<file path="config.mk">
export PLATFORM = sky130hd
export DESIGN_NAME = div_share_ctrl
export DESIGN_NICKNAME = d
export VERILOG_FILES = /design/src/rtl/div_share_pkg.sv /design/src/rtl/div_rr_arb.sv /design/src/rtl/div_share_ctrl.sv
export SDC_FILE = /design/constraint.sdc
export NUM_CORES = 1
export LEC_CHECK = 0
export CORE_ASPECT_RATIO = 0.7
export CORE_MARGIN = 1
export CORE_UTILIZATION = 37
export CTS_BUF_LIST = sky130_fd_sc_hd__clkbuf_4
export DETAILED_ROUTE_END_ITERATION = 8
export GPL_ROUTABILITY_DRIVEN = 0
export PLACE_DENSITY_LB_ADDON = 0.3
export SLEW_MARGIN = 20
export SYNTH_ARGS = -nofsm -noshare
export SYNTH_HDL_FRONTEND = slang
export SYNTH_SLANG_ARGS = --single-unit
</file>
<file path="constraint.sdc">
create_clock -name clk -period 3.3 [get_ports clk]
set_input_delay 0.495 -clock clk [delete_from_list [all_inputs] [get_ports clk]]
set_output_delay 0.495 -clock clk [all_outputs]
set_load 0.02 [all_outputs]
</file>
<file path="src/rtl/div_share_pkg.sv">
// Shared constants for the time-shared divider controller: FSM encoding and operand width.
package div_share_pkg;

  localparam int OP_W = 8;

  localparam logic [1:0] ST_IDLE   = 2'd0;
  localparam logic [1:0] ST_SETTLE = 2'd1;
  localparam logic [1:0] ST_RESP   = 2'd2;

endpackage

</file>
<file path="src/rtl/div_rr_arb.sv">
// Combinational round-robin arbiter: searches upward from ptr with wrap, returns one-hot grant and index.
module div_rr_arb #(
  parameter int N_REQ = 4,
  parameter int ID_W  = 2
) (
  input  logic [N_REQ-1:0] req,
  input  logic [ID_W-1:0]  ptr,
  output logic [N_REQ-1:0] gnt,
  output logic [ID_W-1:0]  idx
);

  always_comb begin
    logic            found;
    int unsigned     c;
    logic [ID_W-1:0] ci;
    gnt   = '0;
    idx   = '0;
    found = 1'b0;
    c     = 0;
    ci    = '0;
    for (int unsigned k = 0; k < N_REQ; k++) begin
      c  = (32'(ptr) + k) % 32'(N_REQ);
      ci = ID_W'(c);
      if (!found && req[ci]) begin
        found   = 1'b1;
        gnt[ci] = 1'b1;
        idx     = ci;
      end
    end
  end

endmodule

</file>
<file path="src/rtl/div_share_ctrl.sv">
// Round-robin time-sharing controller for one external combinational signed divider.
// Optional macro DIV_SHARE_ERR_EN adds rsp_err (divide-by-zero / -128/-1 overflow flag).
module div_share_ctrl
  import div_share_pkg::*;
#(
  parameter int N_REQ  = 4,
  parameter int ID_W   = 2,
  parameter int SETTLE = 2
) (
  input  logic                  clk,
  input  logic                  rst,
  input  logic [N_REQ-1:0]      req_valid,
  output logic [N_REQ-1:0]      req_ready,
  input  logic [OP_W*N_REQ-1:0] req_dividend,
  input  logic [OP_W*N_REQ-1:0] req_divisor,
  output logic                  rsp_valid,
  input  logic                  rsp_ready,
  output logic [ID_W-1:0]       rsp_id,
  output logic [OP_W-1:0]       rsp_quotient,
  output logic [OP_W-1:0]       rsp_remainder,
  output logic                  busy,
  output logic [OP_W-1:0]       div_dividend,
  output logic [OP_W-1:0]       div_divisor,
  input  logic [OP_W-1:0]       div_quotient,
  input  logic [OP_W-1:0]       div_remainder
`ifdef DIV_SHARE_ERR_EN
  ,
  output logic                  rsp_err
`endif
);

  localparam int CNT_W = (SETTLE > 1) ? $clog2(SETTLE) : 1;

  logic [1:0]       state_q, state_d;
  logic [CNT_W-1:0] cnt_q, cnt_d;
  logic [ID_W-1:0]  ptr_q, ptr_d;
  logic [ID_W-1:0]  id_q, id_d;
  logic [OP_W-1:0]  opa_q, opa_d;
  logic [OP_W-1:0]  opb_q, opb_d;
  logic             rsp_valid_q, rsp_valid_d;
  logic [ID_W-1:0]  rsp_id_q, rsp_id_d;
  logic [OP_W-1:0]  rsp_quot_q, rsp_quot_d;
  logic [OP_W-1:0]  rsp_rem_q, rsp_rem_d;
`ifdef DIV_SHARE_ERR_EN
  logic             rsp_err_q, rsp_err_d;
`endif

  logic [N_REQ-1:0] arb_gnt;
  logic [ID_W-1:0]  arb_idx;
  logic [OP_W-1:0]  win_a, win_b;

  div_rr_arb #(
    .N_REQ(N_REQ),
    .ID_W (ID_W)
  ) u_arb (
    .req(req_valid),
    .ptr(ptr_q),
    .gnt(arb_gnt),
    .idx(arb_idx)
  );

  always_comb begin
    win_a = '0;
    win_b = '0;
    for (int unsigned i = 0; i < N_REQ; i++) begin
      if (ID_W'(i) == arb_idx) begin
        win_a = req_dividend[i*OP_W +: OP_W];
        win_b = req_divisor[i*OP_W +: OP_W];
      end
    end
  end

  always_comb begin
    state_d     = state_q;
    cnt_d       = cnt_q;
    ptr_d       = ptr_q;
    id_d        = id_q;
    opa_d       = opa_q;
    opb_d       = opb_q;
    rsp_valid_d = rsp_valid_q;
    rsp_id_d    = rsp_id_q;
    rsp_quot_d  = rsp_quot_q;
    rsp_rem_d   = rsp_rem_q;
`ifdef DIV_SHARE_ERR_EN
    rsp_err_d   = rsp_err_q;
`endif
    case (state_q)
      ST_IDLE: begin
        if (|req_valid) begin
          opa_d   = win_a;
          opb_d   = win_b;
          id_d    = arb_idx;
          ptr_d   = (arb_idx == ID_W'(N_REQ - 1)) ? '0 : arb_idx + 1'b1;
          cnt_d   = CNT_W'(SETTLE - 1);
          state_d = ST_SETTLE;
        end
      end
      ST_SETTLE: begin
        if (cnt_q == '0) begin
          rsp_quot_d  = div_quotient;
          rsp_rem_d   = div_remainder;
          rsp_id_d    = id_q;
          rsp_valid_d = 1'b1;
`ifdef DIV_SHARE_ERR_EN
          rsp_err_d   = (opb_q == '0) || (opa_q == 8'h80 && opb_q == 8'hFF);
`endif
          state_d     = ST_RESP;
        end else begin
          cnt_d = cnt_q - 1'b1;
        end
      end
      ST_RESP: begin
        if (rsp_ready) begin
          rsp_valid_d = 1'b0;
          state_d     = ST_IDLE;
        end
      end
      default: state_d = ST_IDLE;
    endcase
  end

  always_ff @(posedge clk) begin
    if (rst) begin
      state_q     <= ST_IDLE;
      cnt_q       <= '0;
      ptr_q       <= '0;
      id_q        <= '0;
      opa_q       <= '0;
      opb_q       <= '0;
      rsp_valid_q <= 1'b0;
      rsp_id_q    <= '0;
      rsp_quot_q  <= '0;
      rsp_rem_q   <= '0;
`ifdef DIV_SHARE_ERR_EN
      rsp_err_q   <= 1'b0;
`endif
    end else begin
      state_q     <= state_d;
      cnt_q       <= cnt_d;
      ptr_q       <= ptr_d;
      id_q        <= id_d;
      opa_q       <= opa_d;
      opb_q       <= opb_d;
      rsp_valid_q <= rsp_valid_d;
      rsp_id_q    <= rsp_id_d;
      rsp_quot_q  <= rsp_quot_d;
      rsp_rem_q   <= rsp_rem_d;
`ifdef DIV_SHARE_ERR_EN
      rsp_err_q   <= rsp_err_d;
`endif
    end
  end

  assign req_ready     = (state_q == ST_IDLE) ? arb_gnt : '0;
  assign busy          = (state_q != ST_IDLE);
  assign div_dividend  = opa_q;
  assign div_divisor   = opb_q;
  assign rsp_valid     = rsp_valid_q;
  assign rsp_id        = rsp_id_q;
  assign rsp_quotient  = rsp_quot_q;
  assign rsp_remainder = rsp_rem_q;
`ifdef DIV_SHARE_ERR_EN
  assign rsp_err       = rsp_err_q;
`endif

endmodule

</file>
==> impl_metrics.tcl, run 1 <==
set metrics [dict create \
    grt_max_degree 38 \
    clk_latency_ns 0.35 \
    hpwlAfterDp_um 5500 \
    ctsResizeCount 4 \
    synth_commonest_cells "nand2_1, dfxtp_1, nor2b_1, a21oi_1, nor2_1" \
    syn_to_final_growth_pct 60.2 \
    hold_buffers 0 \
    r2r_slack_ns 0.32 \
    path_clk_slew_ns 0.13 \
    clock_skew_ns 0.00671 \
    drt_iter0_drc 125 \
    clock-sinks 42 \
    synth_fp_nets 415 \
    startpoint_type "input pin" \
    antenna_found_initial 0 \
    cts_buffers 5 \
    worst_ep_arrival_time_ns 2.58 \
    synth_top_flop_cell "dfxtp_1" \
    leakage_nw 1.52 \
    cts_tree "built" \
    ios 127 \
    dieArea_mm2 0.00715 \
    maxCapViolCount 0 \
    cts_max_level 2 \
    synth_area_leaders "dfxtp_1, nand2_1, nor2b_1" \
    drt-total-wl_um 7510 \
    synth_top_area_share_pct 33.4 \
    cts-root-buf "clkbuf_4" \
    place_ws_ns -0.0871 \
    worstPathMaxFanout 7 \
    layout_min_cycle_time_ns 3.08 \
    yosysMostFrequentCell "nand2_1" \
    synth_cell_type_count 34 \
    yosys.area.top_type "dfxtp_1" \
    synth_edf_count 0 \
    utilization_pct 63.1 \
    fin_nets 543 \
    final.period_utilization_pct 93.3 \
    rsz0062_at_grt "no" \
    via_per_inst 5.25 \
    synth.yosys.warnings 0 \
    drc 0 \
    overflow 0 \
    core_mm2 0.00640 \
    synth_area_mm2 0.00252 \
    synth_cells 316 \
    synthArstFlopShare_pct 0 \
    critPathRequiredTime_ns 2.80 \
    die_w_um 101 \
    p_per_area_mw_per_mm2 750 \
    grt_pass1_vias 2700 \
    avgSynthCellArea_um2 7.97 \
    grt_pass1_wl_um 12000 \
    setup_viol 0 \
    holdCritPathClass "register to register" \
    cts_setup_buffers 0 \
    layout_setup_ws_ns 0.221 \
    avgRoutedWirePerCell_um 14.0 \
    vdd_drop_max_mv 0.337 \
    fin_cells 536 \
    row_count 24 \
    yosysSeqAreaShare_pct 33.4 \
    critical_path_class "input pin to output port" \
    portBuffers 126 \
    cts_buffer_depth 2 \
    track_usage_pct 20.8 \
    fmax_ghz 0.325 \
    synth-seq-cells 42 \
    die_h_um 71.0 \
    cp-end-kind "output port" \
    drtPass1Iterations 4 \
    relSlewSlack_pct 33.3 \
    hold_viol 0 \
    dp_cells 528 \
    status "finished, final reports clean" \
    drv_slew 0 \
    vias 2815 \
    worstMarginPinSlew_ns 0.997 \
    antenna_cells 0 \
    initial_core_util_pct 39.4 \
    drive_gt1_share_pct 8.31 \
    postRouteAntennaNets 0 \
]
-- worst paths after layout --
kind	startpoint	endpoint	cells after the start
setup / recovery	req_valid[2]	req_ready[2]	7
hold / removal	rsp_remainder[0]$_SDFFE_PP0P_	rsp_remainder[0]$_SDFFE_PP0P_	2
setup reg to reg	ptr_q[0]$_SDFFE_PP0P_	div_divisor[7]$_SDFFE_PP0P_	11
hold reg to reg	rsp_remainder[0]$_SDFFE_PP0P_	rsp_remainder[0]$_SDFFE_PP0P_	2
-- power by group --
part           total [W]  internal, W  switching, W
Sequential      0.000721     0.000645     0.0000755
Combinational    0.00204      0.00102       0.00102
Clock           0.000268    0.0000923      0.000176
-- worst max-delay path, stage by stage --
cell and delay, ns:
clkdlybuf4s50_1 0.50, mux4_2 0.59, nor3b_1 0.24, buf_4 0.17, a32oi_1 0.06, a31oi_1 0.17
dlygate4sd2_1 0.35
-- logic make-up after synthesis --
logic type	synth area share [%]
simple gates	29.3
fa+ha+maj	5.96
compound gates	22.2
flops	33.4
mux	4.92
buf+inv	4.27
-- sequential cells by signal, indices dropped and copies added (netlist names), 2 cells and up --
signal / flops
ptr_q: 2
rsp_id: 2
div_dividend: 8
state_q: 2
id_q: 2
div_divisor: 8
rsp_remainder: 8
rsp_quotient: 8
-- cell type report --
| cell class | count | area [um2] |
|---|---|---|
| fillers | 591 | 2360 |
| multi-input cells | 247 | 1570 |
| repair buffers | 145 | 1440 |
| flip-flops and latches | 42 | 841 |
| well taps | 91 | 114 |
| clock buffers | 6 | 45.0 |
| clock inverters | 2 | 13.8 |
| inverters | 3 | 11.3 |
-- per-layer routing --
layer	GRT usage (%)	wire length, um	vias to the layer above
li1	-	-	1396
met1	25.8	3390	1281
met2	35.8	3370	131
met3	7.11	700	7
met4	3.22	48	0
met5	0	0	-
-- through the flow --
| step | total power, W | hold slack [ns] | instance area (um2) | TNS (ns) |
|---|---|---|---|---|
| finish | 0.00303 | 0.463 | 4030 | 0 |
| global route | 0.00324 | 0.486 | 4030 | 0 |
| CTS | 0.00304 | 0.466 | 4030 | 0 |
| detailed placement | 0.00277 | 0.448 | 3980 | -0.300 |
| global placement | 0.00274 | 0.442 | 3980 | 0 |
| floorplan | 0.00195 | 0.432 | 2520 | 0 |
-- cells in the final DEF (no fill, tap or decap), types with 4 or more instances in the layout --
master | netlist | routed
clkbuf_4 | 0 | 6
a221oi_1 | 16 | 16
nor2_1 | 22 | 21
nand3b_1 | 5 | 5
buf_4 | 0 | 16
a32oi_1 | 4 | 4
dfxtp_1 | 42 | 42
clkdlybuf4s50_1 | 0 | 122
nand2_1 | 64 | 64
nor3_1 | 17 | 17
a21oi_1 | 24 | 24
o21ai_0 | 5 | 5
a31oi_1 | 4 | 4
nor2b_1 | 32 | 32
dlygate4sd2_1 | 0 | 4
o311a_1 | 16 | 16
ha_1 | 12 | 12
Power figures use the tool's default switching activity.
==> inputs of run 2 (changes only) <==
--- a/config.mk
+++ b/config.mk
@@ -7,7 +7,7 @@
 export LEC_CHECK = 0
 export CORE_ASPECT_RATIO = 0.7
 export CORE_MARGIN = 1
-export CORE_UTILIZATION = 37
+export CORE_UTILIZATION = 33
 export CTS_BUF_LIST = sky130_fd_sc_hd__clkbuf_4
 export DETAILED_ROUTE_END_ITERATION = 8
 export GPL_ROUTABILITY_DRIVEN = 0
==> run 2 against run 1 <==
  * Register-to-register slack better by 0.04 ns
  * First-iteration DRC count rose by 50%
  * Clock power rose by 26%
  * Cell area is 1.1% higher
  * Non-clock buffer count is 4 higher
  * Routed wire length up 0.36%
  * Critical path depth unchanged
  * Clock skew down 0.0020 ns
  * Sequential cell count unchanged
  * Die area increased by 12%
  * Power increased by 1.3%
  * Highest routed layer unchanged
==> impl_metrics.tcl, run 2 (same netlist as run 1, synthesis figures left out) <==
set metrics [dict create \
    status "finished, final reports clean" \
    layout_min_cycle_time_ns 3.09 \
    final.period_utilization_pct 93.6 \
    startpoint_type "input pin" \
    layout_setup_ws_ns 0.212 \
    drt_iter0_drc 187 \
    drtPass1Iterations 4 \
    via_per_inst 5.08 \
    cp-end-kind "output port" \
    min_from "rsp_remainder[3]$_SDFFE_PP0P_" \
    fmax_ghz 0.324 \
    crit_slowest_cell "mux4_2" \
    antenna_cells 0 \
    avgRoutedWirePerCell_um 13.8 \
    fin_nets 547 \
    dieArea_mm2 0.00799 \
    relSlewSlack_pct 44.1 \
    initial_core_util_pct 34.3 \
    cts_max_level 2 \
    drc 0 \
    hold_viol 0 \
    antenna_found_initial 0 \
    maxCapViolCount 0 \
    postLayoutCellArea_mm2 0.00408 \
    drv_slew 0 \
    clock-sinks 42 \
    portBuffers 126 \
    utilization_pct 55.5 \
    die_h_um 75.1 \
    clk_latency_ns 0.34 \
    critPathRequiredTime_ns 2.80 \
    final_common_cell "clkdlybuf4s50_1" \
    track_usage_pct 18.5 \
    cts-root-buf "clkbuf_4" \
    rr_startpoint "ptr_q[0]$_SDFFE_PP0P_" \
    core_mm2 0.00735 \
    vdd_drop_max_mv 0.312 \
    cts_tree "built" \
    dpl_cell_area_mm2 0.00399 \
    syn_to_final_growth_pct 61.9 \
    p_per_area_mw_per_mm2 751 \
    vias 2780 \
    setup_viol 0 \
    worstPathMaxFanout 7 \
    crit_path_cell_trace "clkdlybuf4s50_1 -> mux4_2 -> nor3b_1 -> buf_4 -> a32oi_1 -> a31oi_1 -> dlygate4sd2_1" \
    ios 127 \
    cts_buffers 5 \
    drt-total-wl_um 7530 \
    final.setup.tns_ns 0 \
    slowest_delay_ns 0.59 \
    worstMarginPinSlew_ns 0.837 \
    hpwlAfterDp_um 5710 \
    critPathLaunch "req_valid[2]" \
    row_count 26 \
    clock_skew_ns 0.00474 \
    path_clk_slew_ns 0.12 \
    rsz0062_at_grt "no" \
    overflow 0 \
    grt_pass1_vias 2622 \
    leakage_nw 1.56 \
    cts_buffer_depth 2 \
    drive_gt1_share_pct 9.13 \
    dp_cells 539 \
    die_w_um 106 \
    postRouteAntennaNets 0 \
    grt_pass1_wl_um 11800 \
    critical_path_class "input pin to output port" \
    r2r_slack_ns 0.36 \
    place_ws_ns -0.0413 \
    worst_ep_arrival_time_ns 2.59 \
    holdCritPathClass "register to register" \
    fin_cells 547 \
    layout_common_cells "clkdlybuf4s50_1, nand2_1, dfxtp_1" \
    grt_max_degree 38 \
]
==> run 2: what timing repair did <==
item / in CTS / in global routing
hold buffers: 0 / 0
buffers inserted: 0 / 0
endpoints found under the setup margin: 2 / 2
resized for setup: 2 / 2
==> run 2: final timing paths <==
path | end | cells past startpoint
worst max register to register | ptr_q[0]$_SDFFE_PP0P_ | 10
worst min register to register | rsp_remainder[3]$_SDFFE_PP0P_ | 2
worst min-delay path | rsp_remainder[3]$_SDFFE_PP0P_ | 2
worst max-delay path | req_ready[0] | 7
==> run 2: routing by layer <==
| layer | global-route usage (%) | wire length (um) | vias to the layer above |
|---|---|---|---|
| met5 | 0 | 0 | - |
| met3 | 6.41 | 672 | 2 |
| li1 | - | - | 1396 |
| met2 | 31.0 | 3370 | 98 |
| met4 | 3.50 | 26 | 0 |
| met1 | 23.6 | 3460 | 1284 |
==> run 2: cell type report <==
type                    count  area (um2)
clock buffers               6        45.0
well taps                  98         123
multi-input cells         247        1570
inverters                   3        11.3
fillers                   697        3270
flip-flops and latches     42         841
repair buffers            149        1450
clock inverters             2        37.5
==> run 2: report_power, final <==
| group | total (W) | switching (W) | internal, W | leakage (nW) |
|---|---|---|---|---|
| sequential | 0.000720 | 0.0000741 | 0.000645 | 0.346 |
| clock | 0.000339 | 0.000171 | 0.000168 | 0.0419 |
| combinational | 0.00200 | 0.00101 | 0.000995 | 1.17 |
==> run 2: metrics by stage <==
step	hold slack, ns	power, W
final	0.462	0.00306
after global routing	0.482	0.00332
after CTS	0.465	0.00310
after detailed placement	0.446	0.00275
after global placement	0.442	0.00272
after floorplan	0.432	0.00195
==> run 2: worst max-delay path: cells and delay by family <==
family          cells  cell delay, ns
simple gates        1            0.23
buf+inv             3            1.03
mux                 1            0.59
compound gates      2            0.26
==> inputs of run 3 (changes only) <==
--- a/config.mk
+++ b/config.mk
@@ -11,8 +11,10 @@
 export CTS_BUF_LIST = sky130_fd_sc_hd__clkbuf_4
 export DETAILED_ROUTE_END_ITERATION = 8
 export GPL_ROUTABILITY_DRIVEN = 0
+export GPL_TIMING_DRIVEN = 0
 export PLACE_DENSITY_LB_ADDON = 0.3
 export SLEW_MARGIN = 20
 export SYNTH_ARGS = -nofsm -noshare
 export SYNTH_HDL_FRONTEND = slang
 export SYNTH_SLANG_ARGS = --single-unit
+export TNS_END_PERCENT = 100
==> run 3 against run 2 <==
  * Maximum frequency shrank 4.5%
  * Largest cell class unchanged
  * Largest power group unchanged
  * Routed wire length grew 10%
  * Sequential cell count is the same
  * Sequential share of layout area shrank 0.16 points
==> impl_metrics.tcl, run 3 (same netlist as run 1, synthesis figures left out) <==
set metrics [dict create \
    status "finished, final reports clean" \
    layout_min_cycle_time_ns 3.23 \
    final.setup.tns_ns 0 \
    dieArea_mm2 0.00799 \
    drtPass1Iterations 4 \
    critical_path_class "register to output port" \
    syn_to_final_growth_pct 64.2 \
    grt.met3_usage_pct 4.94 \
    setup_viol 0 \
    rr_endpoint "div_dividend[2]$_SDFFE_PP0P_" \
    cts-root-buf "clkbuf_4" \
    fmax_ghz 0.309 \
    core_mm2 0.00735 \
    maxCapViolCount 0 \
    dp_cells 539 \
    holdCritPathClass "register to register" \
    grt_max_degree 14 \
    p_comb_share_pct 66.1 \
    grt_pass1_wl_um 12400 \
    met2_usage_pct 31.7 \
    crit_path_end "req_ready[0]" \
    cts_tree "built" \
    clk_latency_ns 0.35 \
    rsz0062_at_grt "yes" \
    leakage_nw 1.54 \
    drt_iter0_drc 189 \
    overflow 0 \
    row_count 26 \
    worstMarginPinSlew_ns 0.739 \
    hold_viol 0 \
    met1_usage_pct 27.7 \
    cts_buffer_depth 2 \
    clock_skew_ns 0.0146 \
    critPathRequiredTime_ns 2.80 \
    cts_max_level 2 \
    startpoint_type "register" \
    worstPathMaxFanout 10 \
    p_per_area_mw_per_mm2 774 \
    die_w_um 106 \
    die_h_um 75.1 \
    path_clk_slew_ns 0.14 \
    initial_core_util_pct 34.3 \
    whs_ns 0.463 \
    fin_nets 554 \
    p_sw_share_pct 42.8 \
    hpwlAfterDp_um 6170 \
    rr_startpoint "ptr_q[0]$_SDFFE_PP0P_" \
    p_seq_share_pct 23.1 \
    p_int_w 0.00183 \
    drt-total-wl_um 8290 \
    postRouteAntennaNets 0 \
    worst_ep_arrival_time_ns 2.74 \
    ios 127 \
    cts_buffers 5 \
    antenna_cells 0 \
    antenna_found_initial 0 \
    r2r_slack_ns 0.10 \
    layout_common_cells "clkdlybuf4s50_1, nand2_1, dfxtp_1" \
    clock-sinks 42 \
    avgRoutedWirePerCell_um 15.0 \
    track_usage_pct 19.8 \
    top_usage_layer "met2" \
    drv_slew 0 \
    grt_pass1_vias 2562 \
    critPathLaunch "ptr_q[0]$_SDFFE_PP0P_" \
    portBuffers 125 \
    drc 0 \
    final.period_utilization_pct 98.0 \
    final_common_cell "clkdlybuf4s50_1" \
    p_clk_share_pct 10.8 \
    ff2ff_path_depth 14 \
    via_per_inst 5.14 \
    cp-end-kind "output port" \
    fin_cells 554 \
    power.switching_w 0.00137 \
    fillCellCount 666 \
    relSlewSlack_pct 50.3 \
    vias 2848 \
    vdd_drop_max_mv 0.384 \
    drive_gt1_share_pct 12.1 \
]
## run 3: final cells by class
class                   count  area [um2]  share of cell area, %
clock inverters             2        37.5                  0.908
clock buffers               6        45.0                   1.09
plain buffers              23         118                   2.84
well taps                  98         123                   2.97
inverters                   3        15.0                  0.363
repair buffers            133        1310                   31.6
flip-flops and latches     42         846                   20.5
multi-input cells         247        1650                   39.8
## run 3: through the flow
| step | setup WS, ns | area (um2) | total power, W | utilization, % |
|---|---|---|---|---|
| after floorplan | 0.0189 | 2520 | 0.00195 | - |
| after global placement | -0.622 | 3890 | 0.00260 | 52.9 |
| after detailed placement | -0.702 | 3890 | 0.00262 | 52.9 |
| after CTS | -0.00560 | 4050 | 0.00307 | 55.1 |
| after global routing | -0.0214 | 4140 | 0.00342 | 56.2 |
| final | 0.0673 | 4140 | 0.00320 | 56.2 |
## run 3: routing by layer
metal	routed length (um)	part of all wire, %	up-vias
li1	-	-	1415
met1	3810	46	1293
met2	3650	44	138
met3	804	9.7	2
met4	27	0.33	0
met5	0	0	-
## run 3: power by group through the flow
stage | clock, W | sequential, W | combinational, W
after floorplan | 0 | 0.000881 | 0.00107
after global placement | 0 | 0.000749 | 0.00185
after detailed placement | 0 | 0.000751 | 0.00187
after CTS | 0.000350 | 0.000739 | 0.00199
after global routing | 0.000377 | 0.000760 | 0.00228
final | 0.000344 | 0.000740 | 0.00212
## run 3: worst min-delay path by stage
stage | startpoint | cells past startpoint | slack [ns] | endpoint
after global placement | rsp_remainder[6]$_SDFFE_PP0P_ | 2 | 0.44 | rsp_remainder[6]$_SDFFE_PP0P_
after detailed placement | rsp_remainder[7]$_SDFFE_PP0P_ | 2 | 0.45 | rsp_remainder[7]$_SDFFE_PP0P_
after global routing | rsp_quotient[1]$_SDFFE_PP0P_ | 2 | 0.48 | rsp_quotient[1]$_SDFFE_PP0P_
final | rsp_remainder[1]$_SDFFE_PP0P_ | 2 | 0.46 | rsp_remainder[1]$_SDFFE_PP0P_
after CTS | rsp_remainder[7]$_SDFFE_PP0P_ | 2 | 0.46 | rsp_remainder[7]$_SDFFE_PP0P_
after floorplan | id_q[0]$_SDFFE_PP0P_ | 2 | 0.43 | rsp_id[0]$_SDFFE_PP0P_
## run 3: repair_timing
item,CTS,global route
endpoints found under the setup margin,21,19
endpoints found under the hold margin,0,0
pin swaps,0,0
setup buffers,4,4
gates resized for setup,24,27
hold buffers,0,0
## run 3: critical path: stages, from the launching register on
cell and delay, ns:
dfxtp_4 0.38, buf_6 0.15, clkinvlp_4 0.14, ha_4 0.29
mux4_2 0.38, buf_4 0.18, nor3b_4 0.27, a32oi_1 0.09
a31oi_1 0.17, dlygate4sd2_1 0.35
